**src/rtl/microwave_control.sv**
```systemverilog
// rtl/microwave_control.sv - microwave oven cook/pause/done sequencer with synchronized pushbuttons and door switch
module microwave_control #(
    parameter int unsigned DONE_CYCLES = 8
) (
    input  logic       clk,
    input  logic       clearn,
    input  logic       startn,
    input  logic       stopn,
    input  logic       door_closed,
    input  logic       zero,
    input  logic       key_load,
    output logic       enable,
    output logic       load,
    output logic       timer_clearn,
    output logic       mag_on,
    output logic       alarm,
    output logic [1:0] state
);

    typedef enum logic [1:0] {
        IDLE  = 2'b00,
        COOK  = 2'b01,
        PAUSE = 2'b10,
        DONE  = 2'b11
    } state_t;

    state_t     cur_state, nxt_state;
    logic       start_s1, start_s2, start_d;
    logic       stop_s1, stop_s2, stop_d;
    logic       door_s1, door_s2;
    logic       start_p, stop_p;
    logic       clr_req;
    logic [7:0] done_cnt, done_cnt_nxt;

    // Buttons idle high in reset so release can never look like a falling edge.
    always_ff @(posedge clk or negedge clearn) begin
        if (!clearn) begin
            start_s1 <= 1'b1;
            start_s2 <= 1'b1;
            start_d  <= 1'b1;
            stop_s1  <= 1'b1;
            stop_s2  <= 1'b1;
            stop_d   <= 1'b1;
            door_s1  <= 1'b0;
            door_s2  <= 1'b0;
        end else begin
            start_s1 <= startn;
            start_s2 <= start_s1;
            start_d  <= start_s2;
            stop_s1  <= stopn;
            stop_s2  <= stop_s1;
            stop_d   <= stop_s2;
            door_s1  <= door_closed;
            door_s2  <= door_s1;
        end
    end

    assign start_p = start_d & ~start_s2;
    assign stop_p  = stop_d & ~stop_s2;

    always_comb begin
        nxt_state    = cur_state;
        done_cnt_nxt = done_cnt;
        clr_req      = 1'b0;
        case (cur_state)
            IDLE: begin
                if (start_p && !stop_p && door_s2 && !zero)
                    nxt_state = COOK;
            end
            COOK: begin
                if (zero) begin
                    nxt_state    = DONE;
                    done_cnt_nxt = 8'(DONE_CYCLES);
                end else if (!door_s2 || stop_p) begin
                    nxt_state = PAUSE;
                end
            end
            PAUSE: begin
                if (stop_p) begin
                    nxt_state = IDLE;
                    clr_req   = 1'b1;
                end else if (start_p && door_s2 && !zero) begin
                    nxt_state = COOK;
                end
            end
            DONE: begin
                if (start_p || stop_p || !door_s2 || done_cnt <= 8'd1) begin
                    nxt_state    = IDLE;
                    done_cnt_nxt = 8'd0;
                end else begin
                    done_cnt_nxt = done_cnt - 8'd1;
                end
            end
            default: begin
                nxt_state    = IDLE;
                done_cnt_nxt = 8'd0;
            end
        endcase
    end

    // Outputs follow the next state so they line up with the state they describe.
    always_ff @(posedge clk or negedge clearn) begin
        if (!clearn) begin
            cur_state    <= IDLE;
            done_cnt     <= 8'd0;
            enable       <= 1'b0;
            alarm        <= 1'b0;
            load         <= 1'b0;
            timer_clearn <= 1'b1;
        end else begin
            cur_state    <= nxt_state;
            done_cnt     <= done_cnt_nxt;
            enable       <= (nxt_state == COOK);
            alarm        <= (nxt_state == DONE);
            load         <= key_load && (cur_state == IDLE || cur_state == PAUSE);
            timer_clearn <= ~clr_req;
        end
    end

    // Raw door input so opening the door cuts the magnetron without sync delay.
    assign mag_on = (cur_state == COOK) && door_closed;
    assign state  = cur_state;

endmodule
```
**config.mk**
```make
export PLATFORM = sky130hd
export DESIGN_NAME = microwave_control
export DESIGN_NICKNAME = d
export VERILOG_FILES = /design/src/rtl/microwave_control.sv
export SDC_FILE = /design/constraint.sdc
export NUM_CORES = 1
export LEC_CHECK = 0
export CELL_PAD_IN_SITES_DETAIL_PLACEMENT = 0
export CELL_PAD_IN_SITES_GLOBAL_PLACEMENT = 1
export CORE_MARGIN = 4
export CORE_UTILIZATION = 44
export CTS_CLUSTER_DIAMETER = 40
export DETAILED_ROUTE_END_ITERATION = 10
export PLACE_DENSITY_LB_ADDON = 0.2
export SLEW_MARGIN = 10
export SYNTH_ARGS = -nofsm -noshare
export SYNTH_HDL_FRONTEND = slang
export SYNTH_SLANG_ARGS = --single-unit
```
**constraint.sdc**
```tcl
create_clock -name clk -period 6.2 [get_ports clk]
set_clock_uncertainty 0.1 [all_clocks]
set_input_delay 1.24 -clock clk [delete_from_list [all_inputs] [get_ports clk]]
set_output_delay 1.24 -clock clk [all_outputs]
set_load 0.01 [all_outputs]
```
# Word-level counts from Yosys, hierarchy flattened
# Index checks and enable logic that the tools add are counted.
classes:
  add_sub_neg: 1
  magnitude_cmp: 1
  n_eq_ne: 6
  n_mux: 12
  n_bitwise: 5
  reduce_logical: 18
op_table:
  columns: ["cell", "count"]
  rows:
  - ["8-bit two-way mux", 2]
  - ["8-bit case mux with 2 select lines", 1]
  - ["2-bit two-way mux", 6]
  - ["8-bit by 1-bit less-or-equal comparator with 1-bit output (second input constant)", 1]
  - ["2-bit case mux with 4 select lines", 1]
  - ["8-bit by 1-bit subtractor with 8-bit output (second input constant)", 1]
  - ["1-bit logical AND", 7]
  - ["2-bit equality test (second input constant)", 3]
  - ["1-bit logical OR", 5]
  - ["2-bit by 1-bit equality test with 1-bit output (second input constant)", 2]
  - ["1-bit zero test", 3]
  - ["1-bit NOT", 3]
  - ["1-bit bitwise AND", 2]
  - ["2-bit zero test", 1]
  - ["1-bit two-way mux", 2]
  - ["2-bit != test (second input constant)", 1]
  - ["2-bit AND reduction", 1]
  - ["2-bit nonzero test", 1]
totals:
  register_bits: 22
  output_inout_bits: 7

# Depth between registers and ports, before layout
# Gate-level depths: netlist of run 1.
logic_depth:
  word_depth: 9
  ltp_mapped: 7
  ltp_nobuf: 6

# Least setup slack after synthesis of run 1
# OpenSTA, ideal clock, no wires.
synth_path:
  path_kind: "input -> output"
  start: "in door_closed"
  end: "out mag_on"
  arrival_time_ps: 1431
  required_time_ps: 4860
  slack_ps: 3429
  cell_stages: 2
  path_cell_list: "inv_1 > nor2_1"
synth_via:
  elab_chain_cells: 1
synth_rtl:
  columns: ["element", "line_no", "text"]
  rows:
  - ["start, declared", "9", "input logic door_closed,"]
  - ["1-bit logical AND", "121", "assign mag_on = (cur_state == COOK) && door_closed;"]
  - ["end, declared", "15", "output logic mag_on,"]
# No other way between the ends.

# Final worst setup path of run 1
# Same ends and word-level chain as after synthesis.

==> flow_metrics.tcl, run 1 <==
set metrics [dict create \
    worstSetupPathType "input pin to output port" \
    drt-total-wl_um 1890 \
    numCtsBuffers 3 \
    cts_hold_buf 0 \
    maxCapViolations 0 \
    drc_errors 0 \
    clk_pin_slew_ns 0.12 \
    worst_pin_slew_ns 0.958 \
    grt_use_total_pct 13.4 \
    leakage_nw 0.492 \
    critPathMaxFanout 2 \
    place_area_um2 1170 \
    multi_input_area_um2 430 \
    synth-xor-area-share_pct 0 \
    netlist.area_leader.share_pct 36.7 \
    fmax_mhz 268 \
    drive_above_1_share_pct 13.5 \
    drtPass1Iterations 4 \
    overflow 0 \
    die_w_um 56.2 \
    syn_inst 97 \
    die_area_um2 3160 \
    drtIter0Drc 12 \
    post_cts_buffers 0 \
    antenna_found_initial 0 \
    synth_area_leaders "dfrtp_1 37%, dfstp_2 18%, nand2_1 4.4%" \
    n_antenna_cell 0 \
    cts_tree "built" \
    post_cts_resized 0 \
    synthDistinctLibCells 35 \
    top_register "done_cnt" \
    hold_viol 0 \
    startpoint_type "input pin" \
    start_util_pct 46.2 \
    avgSynthCellArea_um2 10.5 \
    m1WireLength_um 910 \
    dp_hpwl_um 1340 \
    period_minus_slack_ns 3.73 \
    cellPowerDensity_nw_per_um2 316 \
    fin_nets 121 \
    critPathCaptureType "output port" \
    postRouteAntennaNets 0 \
    cts-root-buf "clkbuf_4" \
    met3_length_um 109 \
    dp_slack_ns 2.46 \
    synth_edf_count 0 \
    hold_class "flop to flop" \
    ys_warn_count 0 \
    wl_met2_um 849 \
    synthToLayoutAreaGrowth_pct 18.4 \
    clockBufferDepth 2 \
    rsz0062_at_grt "false" \
    final_util_pct 54.7 \
    grt_max_degree 23 \
    grt_pass1_wl_um 3370 \
    ys_seq_area_share_pct 54.7 \
    synth-compound-area-share_pct 11.4 \
    wl_per_cell_um 13.6 \
    largest_register_ffs 8 \
    synth_top_family_by_area "simple AND/OR/NAND/NOR gates" \
    viasPerCell 5.58 \
    drv_slew 0 \
    grt_pass1_vias 762 \
    die_h_um 56.2 \
    status "finished clean" \
    ys.flop_type "dfrtp_1" \
    synth.cell_area_um2 1020 \
    ir_drop_v 0.000199 \
    dr.max_layer_used "met4" \
    async_flop_share_pct 100 \
    seqCellArea_um2 559 \
    place_congestion 0.792 \
    ioPinCount 14 \
    synthesis.nets 106 \
    cp.required_ns 4.86 \
    ys_seq_elements 22 \
    maxSlewHeadroom_pct 35.9 \
    yosysMostFrequentCell "dfrtp_1" \
    synth_mux_area_share_pct 1.96 \
    fin_crit_sh_pct 60.1 \
    row_count 17 \
    n_fill_cell 214 \
    synth_commonest_cells "15 x dfrtp_1, 12 x nand2_1, 7 x dfstp_2" \
    fin_area_um2 1210 \
    via_count 775 \
    setup_viol 0 \
    fin_ws_ns 2.47 \
    numPortBuffers 13 \
    cts_sinks 22 \
    yosys.area_share.simple_pct 26.3 \
    design.core.area_um2 2210 \
    clk-insertion-delay-late_ns 0.31 \
    post_synth_fa_ha_maj_area_fraction_pct 2.45 \
    yosys.area.top_type "dfrtp_1" \
    cts.htree.levels 1 \
    tns_ns 0 \
    cp.arrival_ns 2.39 \
]
-- logic make-up after synthesis --
| logic type | after synthesis |
|---|---|
| flops | 22 |
| compound gates | 17 |
| buf+inv | 8 |
| mux | 2 |
| simple gates | 46 |
| fa+ha+maj | 2 |
-- power breakdown --
| part | total, mW | leakage (nW) | switching [mW] | internal [mW] |
|---|---|---|---|---|
| registers | 0.193 | 0.269 | 0.0275 | 0.166 |
| logic | 0.110 | 0.202 | 0.0587 | 0.0512 |
| clock network | 0.0787 | 0.0210 | 0.0429 | 0.0358 |
-- layout make-up --
type / instances / area share, %
clock buffers: 4 / 3.00
flip-flops and latches: 22 / 46.2
well taps: 28 / 2.90
multi-input cells: 67 / 35.6
inverters: 5 / 1.55
repair buffers: 13 / 10.8
-- cell usage in the layout, fill, tap and decap left out, types with 3 or more instances in the layout --
cell	synthesis	layout
dfrtp_1	15	15
clkdlybuf4s50_1	0	13
nand2_1	12	12
dfstp_2	7	7
inv_1	5	5
nor2_1	5	5
nand3_1	5	5
a21oi_1	4	4
nor2b_1	4	4
nand2b_1	3	3
o21ai_0	3	3
clkbuf_4	0	3
-- worst max-delay path: stages --
cell and delay [ns]:
clkdlybuf4s50_1 0.48, inv_1 0.04, nor2_1 0.09, clkdlybuf4s50_1 0.54
-- layer usage --
layer | vias to the layer above | global-route usage (%)
met4 | 0 | 5.42
met1 | 366 | 19.0
met2 | 26 | 20.0
li1 | 379 | -
met3 | 4 | 2.32
met5 | - | 0
-- worst paths after layout --
check                                        startpoint                      end  slack [ns]  cells past startpoint
worst max-delay path                        door_closed                   mag_on        2.47                      4
worst min-delay path                 start_s1$_DFF_PN1_       start_s2$_DFF_PN1_        0.26                      0
worst max register to register  done_cnt[2]$_DFFE_PN0P_       state[0]$_DFF_PN0_        4.10                      4
worst min register to register       start_s1$_DFF_PN1_       start_s2$_DFF_PN1_        0.26                      0
max in group asynchronous                        clearn       state[0]$_DFF_PN0_        4.06                      1
min in group asynchronous                        clearn  done_cnt[7]$_DFFE_PN0P_        1.35                      1
-- stage by stage --
stage	instances	total power, mW	hold WS, ns
2_1_floorplan	97	0.271	0.231
3_3_place_gp	135	0.303	0.235
3_5_place_dp	135	0.306	0.242
4_1_cts	139	0.387	0.260
5_1_grt	139	0.413	0.273
6_report	139	0.382	0.259
(Power assumes the default switching activity.)
==> run 2: changes to the inputs <==
--- a/config.mk
+++ b/config.mk
@@ -8,7 +8,7 @@
 export CELL_PAD_IN_SITES_DETAIL_PLACEMENT = 0
 export CELL_PAD_IN_SITES_GLOBAL_PLACEMENT = 1
 export CORE_MARGIN = 4
-export CORE_UTILIZATION = 44
+export CORE_UTILIZATION = 37
 export CTS_CLUSTER_DIAMETER = 40
 export DETAILED_ROUTE_END_ITERATION = 10
 export PLACE_DENSITY_LB_ADDON = 0.2
==> constraint.sdc (replaced) <==
create_clock -name clk -period 3.4 [get_ports clk]
set_clock_uncertainty 0.1 [all_clocks]
set_input_delay 0.68 -clock clk [delete_from_list [all_inputs] [get_ports clk]]
set_output_delay 0.68 -clock clk [all_outputs]
set_load 0.01 [all_outputs]
==> run 2 against run 1 <==
Critical path depth is the same. Routed wire length fell by 4.8%. Die area grew 16%. Cell area increased by 1.6%. Clock power grew to 2.6 times the previous value. Utilization shrank 6.4 points. Global-route usage shrank 1.9 points. Via count down 2.7%. Critical path type unchanged. Sequential power grew 82%. Combinational power up 80%. Total power is 97% higher.
==> flow_metrics.tcl, run 2 (synthesis results as in run 1) <==
set metrics [dict create \
    die_area_um2 3670 \
    power.internal_uw 514 \
    cellPowerDensity_nw_per_um2 614 \
    drt-total-wl_um 1800 \
    die_w_um 60.6 \
    cts_tree "built" \
    drive_above_1_share_pct 13.5 \
    clk_pin_slew_ns 0.13 \
    design.core.area_um2 2540 \
    critPathCaptureType "output port" \
    dp_slack_ns 0.805 \
    reg2reg_from "done_cnt[2]$_DFFE_PN0P_" \
    drtIter0Drc 25 \
    fmax_mhz 385 \
    final_cell_mix "15 x dfrtp_1, 13 x clkdlybuf4s50_1, 12 x nand2_1" \
    grt_use_total_pct 11.4 \
    holdPathEnd "door_s2$_DFF_PN0_" \
    die_h_um 60.6 \
    startpoint_type "input pin" \
    place_congestion 0.838 \
    overflow 0 \
    cts_hold_buf 0 \
    place_area_um2 1180 \
    post_cts_resized 0 \
    r2r_slack_ns 1.29 \
    final_common_cell "dfrtp_1" \
    top_register "done_cnt" \
    min_from "door_s1$_DFF_PN0_" \
    start_util_pct 40.2 \
    p_switching_uw 240 \
    drv_slew 0 \
    grt_max_degree 23 \
    setup_viol 0 \
    leakage_nw 0.499 \
    largest_register_ffs 8 \
    post_cts_buffers 0 \
    cp.arrival_ns 1.82 \
    cp.required_ns 2.62 \
    r2r_end "state[0]$_DFF_PN0_" \
    viasPerCell 5.35 \
    cts.htree.levels 1 \
    cts_sinks 22 \
    critPathMaxFanout 2 \
    worstSetupPathType "input pin to output port" \
    clockBufferDepth 2 \
    clk-insertion-delay-late_ns 0.31 \
    hold_path_depth 0 \
    fin_crit_sh_pct 76.4 \
    period_minus_slack_ns 2.60 \
    worst-r2r-cell-count 4 \
    p_comb_share_pct 26.3 \
    maxSlewHeadroom_pct 37.7 \
    fin_ws_ns 0.801 \
    hold_viol 0 \
    ir_drop_v 0.000351 \
    fin_nets 121 \
    n_fill_cell 234 \
    p_total_uw 754 \
    rsz0062_at_grt "false" \
    grt_pass1_wl_um 3150 \
    numCtsBuffers 3 \
    cts-root-buf "clkbuf_4" \
    postRouteAntennaNets 0 \
    via_count 754 \
    drtPass1Iterations 4 \
    hold_class "flop to flop" \
    synthToLayoutAreaGrowth_pct 20.2 \
    dp_hpwl_um 1270 \
    power.clock.fraction_pct 27.2 \
    antenna_found_initial 0 \
    maxCapViolations 0 \
    pwr-share-seq_pct 46.5 \
    drc_errors 0 \
    fin_area_um2 1230 \
    worst_pin_slew_ns 0.931 \
    numPortBuffers 13 \
    row_count 18 \
    sw_frac_of_total_pct 31.8 \
    n_antenna_cell 0 \
    status "finished clean" \
    wl_per_cell_um 12.8 \
    grt_pass1_vias 681 \
    tns_ns 0 \
    worst_hold_slack_ns 0.265 \
    ioPinCount 14 \
]
[run 2: metrics by stage]
| step | util [%] | instances |
|---|---|---|
| after floorplan | - | 97 |
| final | 48.3 | 141 |
| after global routing | 48.3 | 141 |
| after global placement | 46.2 | 137 |
| after CTS | 48.3 | 141 |
| after detailed placement | 46.2 | 137 |
[run 2: power groups by stage]
stage	Clock, mW	Combinational, mW	Sequential [mW]
global placement	0	0.199	0.355
floorplan	0	0.152	0.342
CTS	0.209	0.201	0.351
detailed placement	0	0.199	0.356
global route	0.219	0.227	0.358
finish	0.205	0.198	0.351
[run 2: area by class of cell]
cell class	count	area [um2]	area share, %
tap	30	37.5	3.05
clock inverter	1	30.0	2.44
multi-input combinational	67	430	35.0
timing repair buffer	13	130	10.6
clock buffer	3	22.5	1.83
sequential	22	559	45.5
inverter	5	18.8	1.53
[run 2: worst max path at each step]
stage                                  startpoint                      end  depth (start not counted)
after CTS                             door_closed                   mag_on                          4
final                                 door_closed                   mag_on                          4
after detailed placement              door_closed                   mag_on                          4
after global placement                door_closed                   mag_on                          4
after floorplan           done_cnt[3]$_DFFE_PN0P_  done_cnt[6]$_DFFE_PN0P_                          5
after global routing                  door_closed                   mag_on                          4
[run 2: critical path: stages]
cell and delay, ns:
clkdlybuf4s50_1 0.47, inv_1 0.04, nor2_1 0.09, clkdlybuf4s50_1 0.54
[run 2: metal layers]
| layer | wire length, um | track usage [%] | up-vias |
|---|---|---|---|
| met4 | 27 | 4.64 | 0 |
| met2 | 760 | 16.8 | 22 |
| met5 | 0 | 0 | - |
| met3 | 103 | 2.13 | 4 |
| li1 | - | - | 377 |
| met1 | 911 | 16.6 | 351 |
==> run 3: changes to the inputs <==
==> constraint.sdc (replaced) <==
create_clock -name clk -period 2.17 [get_ports clk]
set_clock_uncertainty 0.1 [all_clocks]
set_input_delay 0.434 -clock clk [delete_from_list [all_inputs] [get_ports clk]]
set_output_delay 0.434 -clock clk [all_outputs]
set_load 0.01 [all_outputs]
==> run 3 against run 2 <==
Cell area is 5.2% higher. Final cell count is 5.7% higher. Sequential cell count stayed put. Total power is 65% higher. Sequential power is 50% higher. Critical endpoint is now state[0]$_DFF_PN0_. Critical path depth stayed put. Via count is 5.7% higher. Combinational power is 100% higher.
==> flow_metrics.tcl, run 3 (synthesis results as in run 1) <==
set metrics [dict create \
    met2_usage_pct 18.6 \
    critPathMaxFanout 6 \
    path_common_cell "or4_1" \
    maxSlewHeadroom_pct 67.0 \
    final_util_pct 50.8 \
    crit_chain "or4_1 -> or4_1 -> nand2_2 -> o211ai_1" \
    worstSetupPathType "flop to flop" \
    gr-usage-met1_pct 17.3 \
    fin_ws_ns 0.111 \
    rsz0062_at_grt "false" \
    final_cell_mix "14 x dfrtp_1, 12 x nand2_1, 12 x clkdlybuf4s50_1" \
    period_minus_slack_ns 2.06 \
    grt_max_degree 23 \
    grt_use_total_pct 12.2 \
    cp.arrival_ns 2.16 \
    drv_slew 0 \
    ir_drop_v 0.000617 \
    fin_crit_sh_pct 94.9 \
    wl_per_cell_um 13.6 \
    hold_path_depth 0 \
    grt_pass1_vias 739 \
    drive_above_1_share_pct 20.2 \
    maxCapViolations 0 \
    cp_slowest_cell "or4_1" \
    die_area_um2 3670 \
    cellPowerDensity_nw_per_um2 963 \
    dp_slack_ns 0.0334 \
    startpoint_type "flop" \
    ioPinCount 14 \
    start_util_pct 40.2 \
    busiest_layer "met2" \
    post-place-cells 144 \
    clk-insertion-delay-late_ns 0.31 \
    leakage_nw 0.555 \
    viasPerCell 5.35 \
    row_count 18 \
    overflow 0 \
    final_cells 149 \
    synthToLayoutAreaGrowth_pct 26.4 \
    status "finished clean" \
    final_common_cell "dfrtp_1" \
    cts_tree "built" \
    cts_sinks 22 \
    cts-root-buf "clkbuf_4" \
    worst_pin_slew_ns 0.491 \
    tns_ns 0 \
    postRouteAntennaNets 0 \
    setup_viol 0 \
    via_count 797 \
    use_met3_pct 2.34 \
    hold_class "flop to flop" \
    grt_pass1_wl_um 3390 \
    drt-total-wl_um 2020 \
    antenna_found_initial 0 \
    cp.required_ns 2.27 \
    cts.htree.levels 1 \
    slowest_delay_ns 0.63 \
    fin_nets 129 \
    worst-r2r-cell-count 4 \
    critPathCaptureType "flop" \
    fmax_mhz 486 \
    numCtsBuffers 3 \
    n_antenna_cell 0 \
    drc_errors 0 \
    drtIter0Drc 15 \
    design.core.area_um2 2540 \
    clk_pin_slew_ns 0.13 \
    drtPass1Iterations 4 \
    die_h_um 60.6 \
    largest_register_ffs 8 \
    die_w_um 60.6 \
    hold_viol 0 \
    place_congestion 0.846 \
    dp_hpwl_um 1440 \
    top_register "done_cnt" \
    clockBufferDepth 2 \
    numPortBuffers 13 \
]
==> run 3: changes by cell type in the layout (fill, tap and decap cells not counted), sizes merged <==
cell | previous run | this run
buf | 0 | 8
clkdlybuf4s50 | 13 | 12
dlymetal6s2s | 0 | 1
==> run 3: worst max-delay path, delay by kind of cell, from the launching register on <==
family,cells,cell delay (ns)
AOI/OAI and AO/OA,1,0.10
DFF,1,0.44
and+or+nand+nor,3,1.31
==> run 3: layer usage <==
metal  vias to the layer above  share of wire (%)  wire (um)
li1                        390                  -          -
met1                       390                 49        991
met2                        13                 45        910
met3                         4                4.8         97
met4                         0               0.99         20
met5                         -                  0          0
==> run 3: timing repair <==
action / in CTS / in global routing
hold buffers: 0 / 0
gates resized for setup: 1 / 1
buffers inserted: 0 / 1
endpoints found under the setup margin: 1 / 1
==> run 3: cell type report <==
class | count | area (um2)
multi-input cells | 67 | 430
repair buffers | 21 | 193
inverters | 5 | 18.8
fillers | 241 | 1250
clock inverters | 1 | 30.0
flip-flops and latches | 22 | 561
clock buffers | 3 | 22.5
well taps | 30 | 37.5
==> run 3: stage by stage <==
stage	power, mW	area [um2]	hold slack, ns
final	1.24	1290	0.266
after global routing	1.32	1290	0.269
after CTS	1.25	1280	0.268
after detailed placement	0.927	1230	0.239
after global placement	0.918	1230	0.233
after floorplan	0.774	1020	0.0384
==> run 3: power by group <==
part	internal [mW]	switching (mW)
Sequential	0.474	0.0520
Combinational	0.188	0.211
Clock	0.187	0.133
Total	0.849	0.395
==> run 3: worst paths after layout <==
path	slack [ns]	to	start
worst max register to register	0.11	state[0]$_DFF_PN0_	done_cnt[5]$_DFFE_PN0P_
worst max-delay path	0.11	state[0]$_DFF_PN0_	done_cnt[5]$_DFFE_PN0P_
max in group asynchronous	1.35	start_s2$_DFF_PN1_	clearn
worst min-delay path	0.27	stop_s2$_DFF_PN1_	stop_s1$_DFF_PN1_
min in group asynchronous	0.34	load$_DFF_PN0_	clearn
worst min register to register	0.27	stop_s2$_DFF_PN1_	stop_s1$_DFF_PN1_
